## src/rtl/fetch_queue_unit.sv

```systemverilog
// ============================================================================
// Module   : fetch_queue_unit
// Purpose  : Instruction-fetch front end: PC register, combinational imem
//            read, in-order {PC, instr} queue with redirect flush and
//            valid/ready back-pressure. Optional macro FETCH_ALIGN_CHECK_EN
//            adds a sticky misaligned-redirect error flag.
// Revision : 1.0 - initial release
// ============================================================================
`default_nettype none

module fetch_queue_unit #(
    parameter int              ADDR_W   = 32,
    parameter int              INSTR_W  = 32,
    parameter int              DEPTH    = 4,
    parameter logic [ADDR_W-1:0] RESET_PC = '0
) (
    input  logic               clk,
    input  logic               rst,
    output logic [ADDR_W-1:0]  imem_addr,
    input  logic [INSTR_W-1:0] imem_data,
    input  logic               redirect_valid,
    input  logic [ADDR_W-1:0]  redirect_pc,
    output logic               out_valid,
    input  logic               out_ready,
    output logic [ADDR_W-1:0]  out_pc,
    output logic [INSTR_W-1:0] out_instr
`ifdef FETCH_ALIGN_CHECK_EN
    ,
    output logic               misalign_err
`endif
);

    localparam int c_PTR_W = $clog2(DEPTH);
    localparam int c_CNT_W = c_PTR_W + 1;

    logic [ADDR_W-1:0]  r_pc;
    logic [c_PTR_W-1:0] r_rd_ptr;
    logic [c_PTR_W-1:0] r_wr_ptr;
    logic [c_CNT_W-1:0] r_count;
    logic [ADDR_W-1:0]  r_q_pc    [DEPTH];
    logic [INSTR_W-1:0] r_q_instr [DEPTH];

    logic               w_nonempty;
    logic               w_pop;
    logic               w_push;
    logic [ADDR_W-1:0]  w_redirect_aligned;

    assign w_nonempty         = (r_count != '0);
    assign w_pop              = w_nonempty & out_ready & ~redirect_valid;
    assign w_push             = ~redirect_valid & ((r_count < c_CNT_W'(DEPTH)) | w_pop);
    assign w_redirect_aligned = redirect_pc & ~ADDR_W'(3);

    assign imem_addr = r_pc;
    // Redirect masks the head combinationally so a squashed entry is never consumed.
    assign out_valid = w_nonempty & ~redirect_valid;
    assign out_pc    = w_nonempty ? r_q_pc[r_rd_ptr]    : '0;
    assign out_instr = w_nonempty ? r_q_instr[r_rd_ptr] : '0;

    always_ff @(posedge clk) begin
        if (rst) begin
            r_pc     <= RESET_PC;
            r_rd_ptr <= '0;
            r_wr_ptr <= '0;
            r_count  <= '0;
        end else if (redirect_valid) begin
            r_pc     <= w_redirect_aligned;
            r_rd_ptr <= '0;
            r_wr_ptr <= '0;
            r_count  <= '0;
        end else begin
            if (w_push) begin
                r_pc     <= r_pc + ADDR_W'(4);
                r_wr_ptr <= r_wr_ptr + 1'b1;
            end
            if (w_pop) begin
                r_rd_ptr <= r_rd_ptr + 1'b1;
            end
            r_count <= r_count + c_CNT_W'(w_push) - c_CNT_W'(w_pop);
        end
    end

    // Storage needs no reset: reads are gated by r_count.
    always_ff @(posedge clk) begin
        if (w_push) begin
            r_q_pc[r_wr_ptr]    <= r_pc;
            r_q_instr[r_wr_ptr] <= imem_data;
        end
    end

`ifdef FETCH_ALIGN_CHECK_EN
    logic r_misalign_err;

    always_ff @(posedge clk) begin
        if (rst) begin
            r_misalign_err <= 1'b0;
        end else if (redirect_valid && (redirect_pc[1:0] != 2'b00)) begin
            r_misalign_err <= 1'b1;
        end
    end

    assign misalign_err = r_misalign_err;
`endif

endmodule

`default_nettype wire
```

## config.mk

```make
export PLATFORM = sky130hd
export DESIGN_NAME = fetch_queue_unit
export DESIGN_NICKNAME = d
export VERILOG_FILES = /design/src/rtl/fetch_queue_unit.sv
export SDC_FILE = /design/constraint.sdc
export NUM_CORES = 1
export LEC_CHECK = 0
export CAP_MARGIN = 15
export CORE_MARGIN = 1
export CORE_UTILIZATION = 30
export DETAILED_ROUTE_END_ITERATION = 8
export HOLD_SLACK_MARGIN = 0.02
export PLACE_DENSITY = 0.48
export SLEW_MARGIN = 15
export SYNTH_ARGS = -nofsm -noshare
export SYNTH_HDL_FRONTEND = slang
export SYNTH_SLANG_ARGS = --single-unit
```

## constraint.sdc

```tcl
create_clock -name clk -period 3.05 [get_ports clk]
set_input_delay 0.305 -clock clk [delete_from_list [all_inputs] [get_ports clk]]
set_output_delay 0.305 -clock clk [all_outputs]
set_load 0.02 [all_outputs]
```

==> run_results.csv, run 1 <==
group,metric,value,unit
run_status,status,"finished, final reports clean",
yosys,synth-compound-area-share,0.0504,
flow_run,maxCapViolations,0,
grt,total_routing_usage_gr,0.149,
worst_setup_path,arrival,2.50,ns
sta,grt_setup_unrepaired,"no",
place,placedCellCount,1365,
place,placement.io_buffers,158,
worst_setup_path,critPathLaunchType,"flip-flop",
die,die_h,201,um
finish,layout.cell_area.non_filler,15300,um2
power_and_ir_drop,cellLeakagePower,4.81,nW
sta,period_needed,2.80,ns
drt,routed_wire_length_per_instance,20.8,um
worst_setup_path,worst_path_max_delay_cell,"sky130_fd_sc_hd__clkdlybuf4s50_1",
yosys,synth-seq-cells,287,
cts,cts_buffers,34,
worst_setup_path,worst-setup-path-type,"reg2out",
drt,initialDrtViolationCount,444,
cts,cts.reportedPaths.clkPinSlew,0.06,ns
worst_setup_path,cpLargestDelayFamily,"buffers and inverters",
yosys,synth-warning-count,0,
cts,cts_setup_buffers,0,
yosys,async_reset_ff_frac,0,
yosys,netlist_instances,701,
die,die_area,40300,um2
place,hpwl,18100,um
sta,hold_viol_final,0,
yosys,synth.distinct_cells,63,
cts,cts_tree,"done",
cts,clock_latency,0.51,ns
place,post_dp_cell_area,14200,um2
cts,ctsHtreeMaxLevel,2,
finish,post_layout_nonfiller_instances,1426,
power_and_ir_drop,power_frac_clock,0.421,
yosys,fraction_of_synthesized_cell_area_in_xor_and_xnor_cells,0.00960,
grt,globalRouteOverflowTotal,0,
sta,setup-violations-final,0,
power_and_ir_drop,cellInternalPower,7.20,mW
worst_setup_path,cp_max_fo,40,
finish,layout.cells.most_common,"sky130_fd_sc_hd__edfxtp_1",
yosys,synth_simple_gate_area_frac,0.0967,
worst_setup_path,worst_setup_path_end_kind,"output pin",
cts,numClockSinks,287,
finish,nets,959,
cts,number_of_gates_resized_after_cts,0,
sta,slew_viol_final,0,
worst_setup_path,crit_chain,"buf_12, mux4_2, nor2b_1, clkdlybuf4s50_1",
sta,timing.clock.skew,0.0189,ns
power_and_ir_drop,switching_share,0.225,
drt,routed_wirelength,29700,um
power_and_ir_drop,net-switching-power,2.09,mW
drt,drt.antenna.violating_nets,0,
cts,cell_at_the_root_of_the_clock_tree,"sky130_fd_sc_hd__clkbuf_16",
finish,insertedDiodeCount,0,
yosys,post_synth_top_flop,"sky130_fd_sc_hd__edfxtp_1",
yosys,synthesis.area,11900,um2
worst_setup_path,critPathRequiredTime,2.74,ns
drt,detail_route.vias_per_cell,4.81,
drt,total_via_count_in_the_routed_design,6866,
power_and_ir_drop,max-vdd-ir-drop,0.332,mV
sta,max_slew_margin,0.421,
yosys,syn_area_per_cell,16.9,um2
yosys,synth_enable_flop_cells,248,
place,place.gp.congestion,0.766,
grt,grt_pass1_wl,45400,um
power_and_ir_drop,power.combinational.fraction,0.090,
power_and_ir_drop,seq_power_share,0.488,
die,core_area,38800,um2
sta,fin_setup_tns,0,ns
worst_setup_path,critical_path.max_stage_delay,0.56,ns
cts,cts_hold_repair.buffers,0,
drt,drc,0,
die,placement_rows,72,
sta,fin_crit_sh,0.919,
yosys,ys_seq_area_frac,0.694,
grt,grt_pass1_vias,7255,
die,die_width,201,um
sta,timing.fmax,0.357,GHz
power_and_ir_drop,p_per_area,607,nW/um2
yosys,synth_mux_area_frac,0.118,
finish,layout_common_cells,"248 x sky130_fd_sc_hd__edfxtp_1, 158 x sky130_fd_sc_hd__clkdlybuf4s50_1, 64 x sky130_fd_sc_hd__nor2b_1",
yosys,synth_top_family_by_area,"multiplexers",
hold_path,worst_hold_path_type,"in2reg",
die,starting_density_of_the_core,0.305,
finish,num-fill-cells,3562,
yosys,synth_adder_area_share,0.00908,
die,num_io_pins,165,
grt,grt_max_degree,63,
sta,max_slew.worst_pin.slew,0.863,ns
drt,detailedRoute.firstPassIterationCount,5,
grt,grt_antenna_before_repair,0,
finish,area_growth,29.3,%
worst_setup_path,critical_path.n_buffers_inverters,2,
cts,cts_max_path_bufs,3,
finish,drive_above_1_share,0.170,
## worst paths after layout
path,startpoint,cells past startpoint,slack [ns],endpoint
worst max-delay path,flip-flop,4,0.25,out_instr[18]
worst max register to register,imem_addr[3]$_SDFFE_PP0P_,5,0.74,imem_addr[20]$_SDFFE_PP0P_
worst min-delay path,redirect_pc[2],3,0.36,imem_addr[2]$_SDFFE_PP0P_
worst min register to register,r_wr_ptr[1]$_SDFFE_PP0P_,2,0.51,r_wr_ptr[1]$_SDFFE_PP0P_
## per-stage QoR
stage	power (mW)	setup slack, ns	hold slack (ns)	utilization
6_report	9.29	0.246	0.357	0.395
5_1_grt	9.64	0.121	0.358	0.395
4_1_cts	9.46	0.169	0.335	0.395
3_5_place_dp	5.48	0.386	0.506	0.367
3_3_place_gp	5.48	0.382	0.499	0.367
2_1_floorplan	5.01	0.376	0.404	-
## registers in the layout, indices dropped and copies added (netlist names), named ones only
register	flops
r_q_pc	120
r_wr_ptr	2
imem_addr	30
r_rd_ptr	2
r_count	3
r_q_instr	128
## area by class of cell
type	count	area, um2	share of cell area
well taps	518	648	0.0423
clock buffers	47	963	0.0629
multi-input cells	354	3390	0.221
inverters	22	82.6	0.00539
clock inverters	14	114	0.00743
flip-flops and latches	287	8240	0.537
repair buffers	184	1890	0.123
## per-layer routing
| metal | vias to the layer above | part of all wire | track usage | routed length [um] |
|---|---|---|---|---|
| met2 | 195 | 0.47 | 0.235 | 13800 |
| met5 | - | 0 | 0 | 0 |
| li1 | 3141 | - | - | - |
| met3 | 44 | 0.052 | 0.0347 | 1550 |
| met4 | 0 | 0.023 | 0.0439 | 675 |
| met1 | 3486 | 0.46 | 0.206 | 13600 |
## power by group through the flow
| stage | clock network [mW] | logic [mW] | registers, mW |
|---|---|---|---|
| detailed placement | 0 | 0.858 | 4.62 |
| CTS | 4.06 | 0.860 | 4.54 |
| floorplan | 0 | 0.384 | 4.63 |
| global route | 4.18 | 0.909 | 4.56 |
| finish | 3.92 | 0.840 | 4.54 |
| global placement | 0 | 0.856 | 4.62 |
## cells in the mapped netlist (all sizes together) (5+ instances only)
cell	n	area (um2)
and4	6	53.8
o31ai	5	37.5
xnor2	11	96.3
buf	14	77.6
inv	21	78.8
a211oi	13	103
nor2	31	116
nand2	23	86.3
mux4	62	1400
o21ai	7	35.0
and2	7	43.8
nor3	7	35.0
nand3	9	57.6
a2111oi	7	86.3
nor4	6	37.5
ha	7	87.6
a311oi	8	70.1
and3	6	37.5
or4	5	41.3
edfxtp	248	7450
dfxtp	39	781
or3	5	32.5
nor2b	64	400
clkbuf	27	101
a21oi	11	55.1
nand4	12	111
## kinds of logic (layout without fill, tap and decap cells)
logic type | count (synthesis) | count (layout)
multiplexers | 62 | 62
flip-flops | 287 | 287
buffers and inverters | 63 | 267
other | 1 | 4
AND/OR/NAND/NOR | 191 | 191
adder cells (fa/ha/maj) | 8 | 8
XOR/XNOR | 13 | 13
AO/OA/AOI/OAI | 76 | 76
## worst reg2reg max path, delay by kind of cell, from the launching register on
family | cells | cell delay (ns)
compound gates | 3 | 1.03
fa+ha+maj | 1 | 0.29
flops | 1 | 0.54
simple gates | 1 | 0.33
No activity file was read; power rests on OpenSTA's default activity.
==> inputs of run 2 (changes only) <==
--- a/config.mk
+++ b/config.mk
@@ -5,12 +5,13 @@
 export SDC_FILE = /design/constraint.sdc
 export NUM_CORES = 1
 export LEC_CHECK = 0
-export CAP_MARGIN = 15
 export CORE_MARGIN = 1
 export CORE_UTILIZATION = 30
 export DETAILED_ROUTE_END_ITERATION = 8
 export HOLD_SLACK_MARGIN = 0.02
 export PLACE_DENSITY = 0.48
+export REMOVE_ABC_BUFFERS = 1
+export SETUP_SLACK_MARGIN = 0.2
 export SLEW_MARGIN = 15
 export SYNTH_ARGS = -nofsm -noshare
 export SYNTH_HDL_FRONTEND = slang
==> run_results.csv, run 2 (synthesized netlist as in run 1, its figures left out) <==
group,metric,value,unit
hold_path,worst_hold_path_type,"in2reg",
die,die_width,201,um
worst_setup_path,worst-setup-path-type,"reg2out",
finish,post_layout_nonfiller_instances,1428,
worst_setup_path,cpLargestDelayFamily,"buffers and inverters",
cts,cell_at_the_root_of_the_clock_tree,"sky130_fd_sc_hd__clkbuf_16",
power_and_ir_drop,max-vdd-ir-drop,0.305,mV
power_and_ir_drop,net-switching-power,2.03,mW
grt,grt_pass1_wl,45000,um
worst_setup_path,worst_path_max_delay_cell,"sky130_fd_sc_hd__mux4_2",
cts,cts_buffers,31,
place,place.gp.congestion,0.711,
worst_setup_path,crit_chain,"buf_12, mux4_2, nor2b_1, clkdlybuf4s50_1",
sta,max_slew_margin,0.503,
sta,max_slew.worst_pin.slew,0.741,ns
place,post_dp_cell_area,14300,um2
sta,hold_viol_final,0,
worst_setup_path,worst_setup_path_end_kind,"output pin",
die,starting_density_of_the_core,0.305,
finish,layout.cells.most_common,"sky130_fd_sc_hd__edfxtp_1",
sta,period_needed,2.79,ns
sta,fin_crit_sh,0.916,
cts,cts.reportedPaths.clkPinSlew,0.06,ns
drt,routed_wirelength,29500,um
hold_path,hold_crit_depth,3,
finish,postLayoutCoreUtil,0.394,
finish,layout_common_cells,"248 x sky130_fd_sc_hd__edfxtp_1, 145 x sky130_fd_sc_hd__clkdlybuf4s50_1, 64 x sky130_fd_sc_hd__nor2b_1",
finish,largest_register_ff_count,128,
grt,grt_max_degree,37,
power_and_ir_drop,power_frac_clock,0.394,
die,placement_rows,72,
sta,setup-violations-final,0,
cts,ctsHtreeMaxLevel,1,
finish,layout.cell_area.non_filler,15300,um2
worst_setup_path,critPathLaunchType,"flip-flop",
cts,cts_max_path_bufs,3,
sta,timing.clock.skew,0.0127,ns
power_and_ir_drop,cellInternalPower,6.84,mW
finish,insertedDiodeCount,0,
place,placedCellCount,1369,
worst_setup_path,critical_path.max_stage_delay,0.55,ns
die,core_area,38800,um2
flow_run,maxCapViolations,0,
worst_setup_path,cp.depth,4,
drt,routed_wire_length_per_instance,20.7,um
drt,drt.antenna.violating_nets,0,
finish,nets,962,
run_status,status,"finished, final reports clean",
sta,grt_setup_unrepaired,"yes",
worst_setup_path,critPathRequiredTime,2.74,ns
place,hpwl,18400,um
drt,detail_route.vias_per_cell,4.80,
grt,globalRouteOverflowTotal,0,
cts,numClockSinks,287,
power_and_ir_drop,seq_power_share,0.511,
drt,drc,0,
drt,initialDrtViolationCount,413,
worst_setup_path,cp_max_fo,20,
power_and_ir_drop,power.combinational.fraction,0.095,
worst_setup_path,critical_path.n_buffers_inverters,2,
power_and_ir_drop,cellLeakagePower,4.92,nW
finish,registers.top_by_ff_count,"r_q_instr",
cts,clock_latency,0.56,ns
drt,detailedRoute.firstPassIterationCount,4,
power_and_ir_drop,p_per_area,580,nW/um2
sta,slew_viol_final,0,
grt,total_routing_usage_gr,0.146,
sta,timing.fmax,0.358,GHz
die,num_io_pins,165,
cts,cts_tree,"done",
power_and_ir_drop,switching_share,0.229,
finish,area_growth,29.1,%
finish,drive_above_1_share,0.171,
worst_setup_path,arrival,2.49,ns
grt,grt_pass1_vias,7051,
drt,total_via_count_in_the_routed_design,6860,
grt,grt_antenna_before_repair,0,
die,die_area,40300,um2
die,die_h,201,um
worst_setup_path,r2r.worst_path.cells,5,
place,placement.io_buffers,158,
cts,cts_hold_repair.buffers,0,
## run 2: cell types whose count changed in the layout (fill, tap and decap cells not counted), moves of 2 or more
cell                              previous run  this run
sky130_fd_sc_hd__clkdlybuf4s50_1           158       145
sky130_fd_sc_hd__dlygate4sd2_1               0         8
sky130_fd_sc_hd__clkbuf_16                  37        31
sky130_fd_sc_hd__dlymetal6s2s_1              0         5
sky130_fd_sc_hd__clkbuf_8                    0         3
sky130_fd_sc_hd__buf_16                      0         2
sky130_fd_sc_hd__clkbuf_1                   10         8
sky130_fd_sc_hd__clkinv_1                    8        10
## run 2: metal layers
layer  global-route usage  routed length, um  vias to the layer above
met5                    0                  0                        -
met4               0.0289                434                        0
met3               0.0294               1500                       37
met2                0.227              13500                      182
met1                0.213              14100                     3479
li1                     -                  -                     3162
## run 2: final timing paths
kind / start / endpoint / slack [ns]
setup / recovery: flip-flop / out_pc[31] / 0.26
hold / removal: redirect_pc[2] / imem_addr[2]$_SDFFE_PP0P_ / 0.32
hold reg to reg: r_wr_ptr[1]$_SDFFE_PP0P_ / r_wr_ptr[1]$_SDFFE_PP0P_ / 0.52
setup reg to reg: imem_addr[3]$_SDFFE_PP0P_ / imem_addr[20]$_SDFFE_PP0P_ / 0.72
## run 2: power by group through the flow
stage / combinational, mW / sequential (mW) / clock, mW
detailed placement: 0.860 / 4.62 / 0
floorplan: 0.358 / 4.64 / 0
global route: 0.908 / 4.56 / 3.73
finish: 0.841 / 4.54 / 3.50
CTS: 0.860 / 4.54 / 3.61
global placement: 0.862 / 4.62 / 0
## run 2: area by class of cell
type	count	area [um2]
Multi-Input combinational cell	354	3390
Clock inverter	15	96.3
Timing Repair Buffer	190	2000
Inverter	22	82.6
Clock buffer	42	847
Fill cell	3604	23500
Tap cell	518	648
Sequential cell	287	8240
## run 2: stage by stage
step                worst slack, ns  power (mW)  hold slack, ns  TNS (ns)
finish                        0.257        8.87           0.319         0
global route                  0.121        9.20           0.324         0
CTS                           0.163        9.01           0.294         0
detailed placement            0.404        5.48           0.504         0
global placement              0.442        5.48           0.503         0
floorplan                     -2.56        4.99           0.371   -117.29
## run 2: what timing repair did
item / 4_1_cts / 5_1_grt
gates resized for setup: 10 / 6
endpoints found under the setup margin: 48 / 45
setup buffers: 1 / 0
cloned: 1 / 0
## run 2: worst min-delay path, stage by stage
cell,delay (ns)
sky130_fd_sc_hd__clkdlybuf4s50_1,0.39
sky130_fd_sc_hd__nand2_1,0.07
sky130_fd_sc_hd__a21oi_1,0.06
==> inputs of run 3 (changes only) <==
--- a/config.mk
+++ b/config.mk
@@ -12,7 +12,7 @@
 export PLACE_DENSITY = 0.48
 export REMOVE_ABC_BUFFERS = 1
 export SETUP_SLACK_MARGIN = 0.2
-export SLEW_MARGIN = 15
+export SLEW_MARGIN = 20
 export SYNTH_ARGS = -nofsm -noshare
 export SYNTH_HDL_FRONTEND = slang
 export SYNTH_SLANG_ARGS = --single-unit
==> results of run 3 <==
Same layout as run 2: the final DEF is identical, and so are final timing and power.
==> RTL change, RTL diff (flow settings as in run 2) <==
`ADDR_W`: 32 -> 28.
--- a/src/rtl/fetch_queue_unit.sv
+++ b/src/rtl/fetch_queue_unit.sv
@@ -9,7 +9,7 @@
 `default_nettype none
 
 module fetch_queue_unit #(
-    parameter int              ADDR_W   = 32,
+    parameter int              ADDR_W   = 28,
     parameter int              INSTR_W  = 32,
     parameter int              DEPTH    = 4,
     parameter logic [ADDR_W-1:0] RESET_PC = '0
Interface: changed (resized imem_addr, out_pc and redirect_pc); port bits go from 165 to 153. The function was not compared with the original's and may differ.
==> RTL change against run 2 <==
The flow now finishes with violations (DRC); worst hold slack gained 6.7 ps; routed wire length decreased by 9.8%; total power down 6.9%; count of clock-buffer cells in the layout rose by 5; final area fell by 8.1%; sequential cell count shrank 20; non-clock buffer count decreased by 16; area after synthesis decreased by 8.0%; worst setup slack got worse by 11 ps; critical path depth is the same.
==> RTL change: results (changes against run 2) <==
{
  "power_and_ir_drop": {
    "vdd_drop_max": {"value": 0.3160, "unit": "mV", "change": "+3.7%"},
    "p_clk_share": {"value": 39.9, "unit": "%", "change": "+0.5 points"},
    "power_switching_share": {"value": 22.17, "unit": "%", "change": "-0.71 points"},
    "leakage": {"value": 4.420, "unit": "nW", "change": "-10%"},
    "powerSeq": {"value": 4.21, "unit": "mW", "change": "-7.3%"},
    "p_comb_share": {"value": 9.2, "unit": "%", "change": "-0.3 points"}
  },
  "critical_path": {
    "r2r_cells": {"value": 4, "change": "-1"},
    "crit_slowest_cell": "clkdlybuf4s50_1",
    "worst_path_largest_cell_delay": {"value": 570, "unit": "ps", "change": "+20 ps"},
    "critPathMaxFanout": {"value": 29, "change": "+45%"}
  },
  "clocking": {
    "clock_insertion_delay_worst_skew": {"value": 530, "unit": "ps", "change": "-30 ps"},
    "post-cts-setup-buffers": {"value": 2, "change": "+1"},
    "post_cts_resize_count": {"value": 7, "change": "-3"},
    "tritoncts.num_buffers": {"value": 29, "change": "-6.5%"}
  },
  "global_route": {
    "grt_usage": {"value": 14.54, "unit": "%", "change": "-0.10 points"},
    "gr-total-overflow": {"value": 0, "change": "unchanged"},
    "first_pass_grt_wire_length": {"value": 40100, "unit": "um", "change": "-11%"},
    "number_of_global_route_vias_before_repair": {"value": 6687, "change": "-5.2%"},
    "grt_max_degree": {"value": 49, "change": "+32%"}
  },
  "sta": {
    "clock_skew": {"value": 8.739, "unit": "ps", "change": "-3.996 ps"},
    "slew_headroom": {"value": 38.26, "unit": "%", "change": "-12 points"}
  },
  "worst_hold_path": {
    "type_of_the_tightest_min_delay_check": "in -> reg"
  },
  "yosys": {
    "synth.area.top_cells": "edfxtp_1 (64%), mux4_2 (12%), dfxtp_1 (6.4%), nor2b_1 (3.5%), nor2_1 (1.1%)",
    "yosys-top-cells-count": "edfxtp_1 (232), nor2b_1 (61), mux4_2 (58), dfxtp_1 (35), nor2_1 (31)",
    "synth-edff-count": {"value": 232, "change": "-6.5%"},
    "synthDistinctLibCells": {"value": 49, "change": "-22%"},
    "synth.yosys.seq_area_share": {"value": 70.33, "unit": "%", "change": "+0.93 points"}
  },
  "run_status": {
    "violated_checks": "DRC",
    "run_status": "complete, but fails checks"
  },
  "route": {
    "initialDrtViolationCount": {"value": 307, "change": "-26%"},
    "route.final.wire_length": {"value": 26600, "unit": "um", "change": "-9.8%"},
    "remaining_design_rule_violation_count": {"value": 26, "change": "+26"},
    "drt_pass1_iterations": {"value": 7, "change": "+3"},
    "route.vias.total": {"value": 6299, "change": "-8.2%"}
  },
  "place": {
    "detailedPlacementHpwl": {"value": 16710, "unit": "um", "change": "-9.0%"},
    "routabilityCongestion": {"value": 0.7526, "change": "+5.8%"},
    "io_buffer_count": {"value": 146, "change": "-7.6%"},
    "post_dp_cell_area": {"value": 13090, "unit": "um2", "change": "-8.5%"}
  },
  "final_layout": {
    "antenna-diode-count": {"value": 0, "change": "unchanged"},
    "layout.nets": {"value": 880, "change": "-8.5%"},
    "layout-drive-gt1-share": {"value": 16.99, "unit": "%", "change": "-0.15 points"}
  }
}
-- RTL change: logic make-up (layout without fill, tap and decap cells) --
kind of cell             count (synthesis)  after routing  synth area share [%]
flip-flops                             267            267                 70.33
multiplexers                            58             58                 11.98
buffers and inverters                   62            248                 2.376
XOR/XNOR                                11             11                0.8837
AO/OA/AOI/OAI                           60             60                 4.097
AND/OR/NAND/NOR                        174            174                 9.308
other                                    1              4               0.03440
adder cells (fa/ha/maj)                  8              8                0.9870
-- RTL change: layout make-up --
type                            count  area, um2
Tap cell                          461      576.8
Sequential cell                   267       7676
Clock inverter                      6      33.78
Fill cell                        3312      21590
Multi-Input combinational cell    315       3002
Clock buffer                       47      874.6
Timing Repair Buffer              174       1819
Inverter                           21      78.83
-- RTL change: per-layer routing --
metal	vias to the layer above	global-route usage, %	share of wire (%)
met5	-	0	0
met4	0	3.998	2.2
met3	43	2.764	6.0
met2	185	24.73	49
met1	3199	18.85	42
li1	2872	-	-
-- RTL change: final timing paths --
| check | endpoint | startpoint | slack (ps) |
|---|---|---|---|
| worst max register to register | imem_addr[26] | imem_addr[5] | 720 |
| worst max-delay path | out_pc[25] | flop | 250 |
| worst min register to register | r_wr_ptr[1] | r_wr_ptr[1] | 520 |
| worst min-delay path | imem_addr[2] | redirect_pc[2] | 330 |
-- RTL change: through the flow --
step / cells / worst slack [ps]
finish: 1291 / 246.0
global route: 1291 / 126.5
CTS: 1291 / 160.3
detailed placement: 1235 / 329.7
global placement: 1235 / 343.3
floorplan: 603 / -2226
-- RTL change: worst reg2reg max path, stage by stage, from the launching register on --
cell and delay [ps]:
dfxtp_1 580, nand4_4 240, or4_4 610, or4_1 510, a311oi_1 270
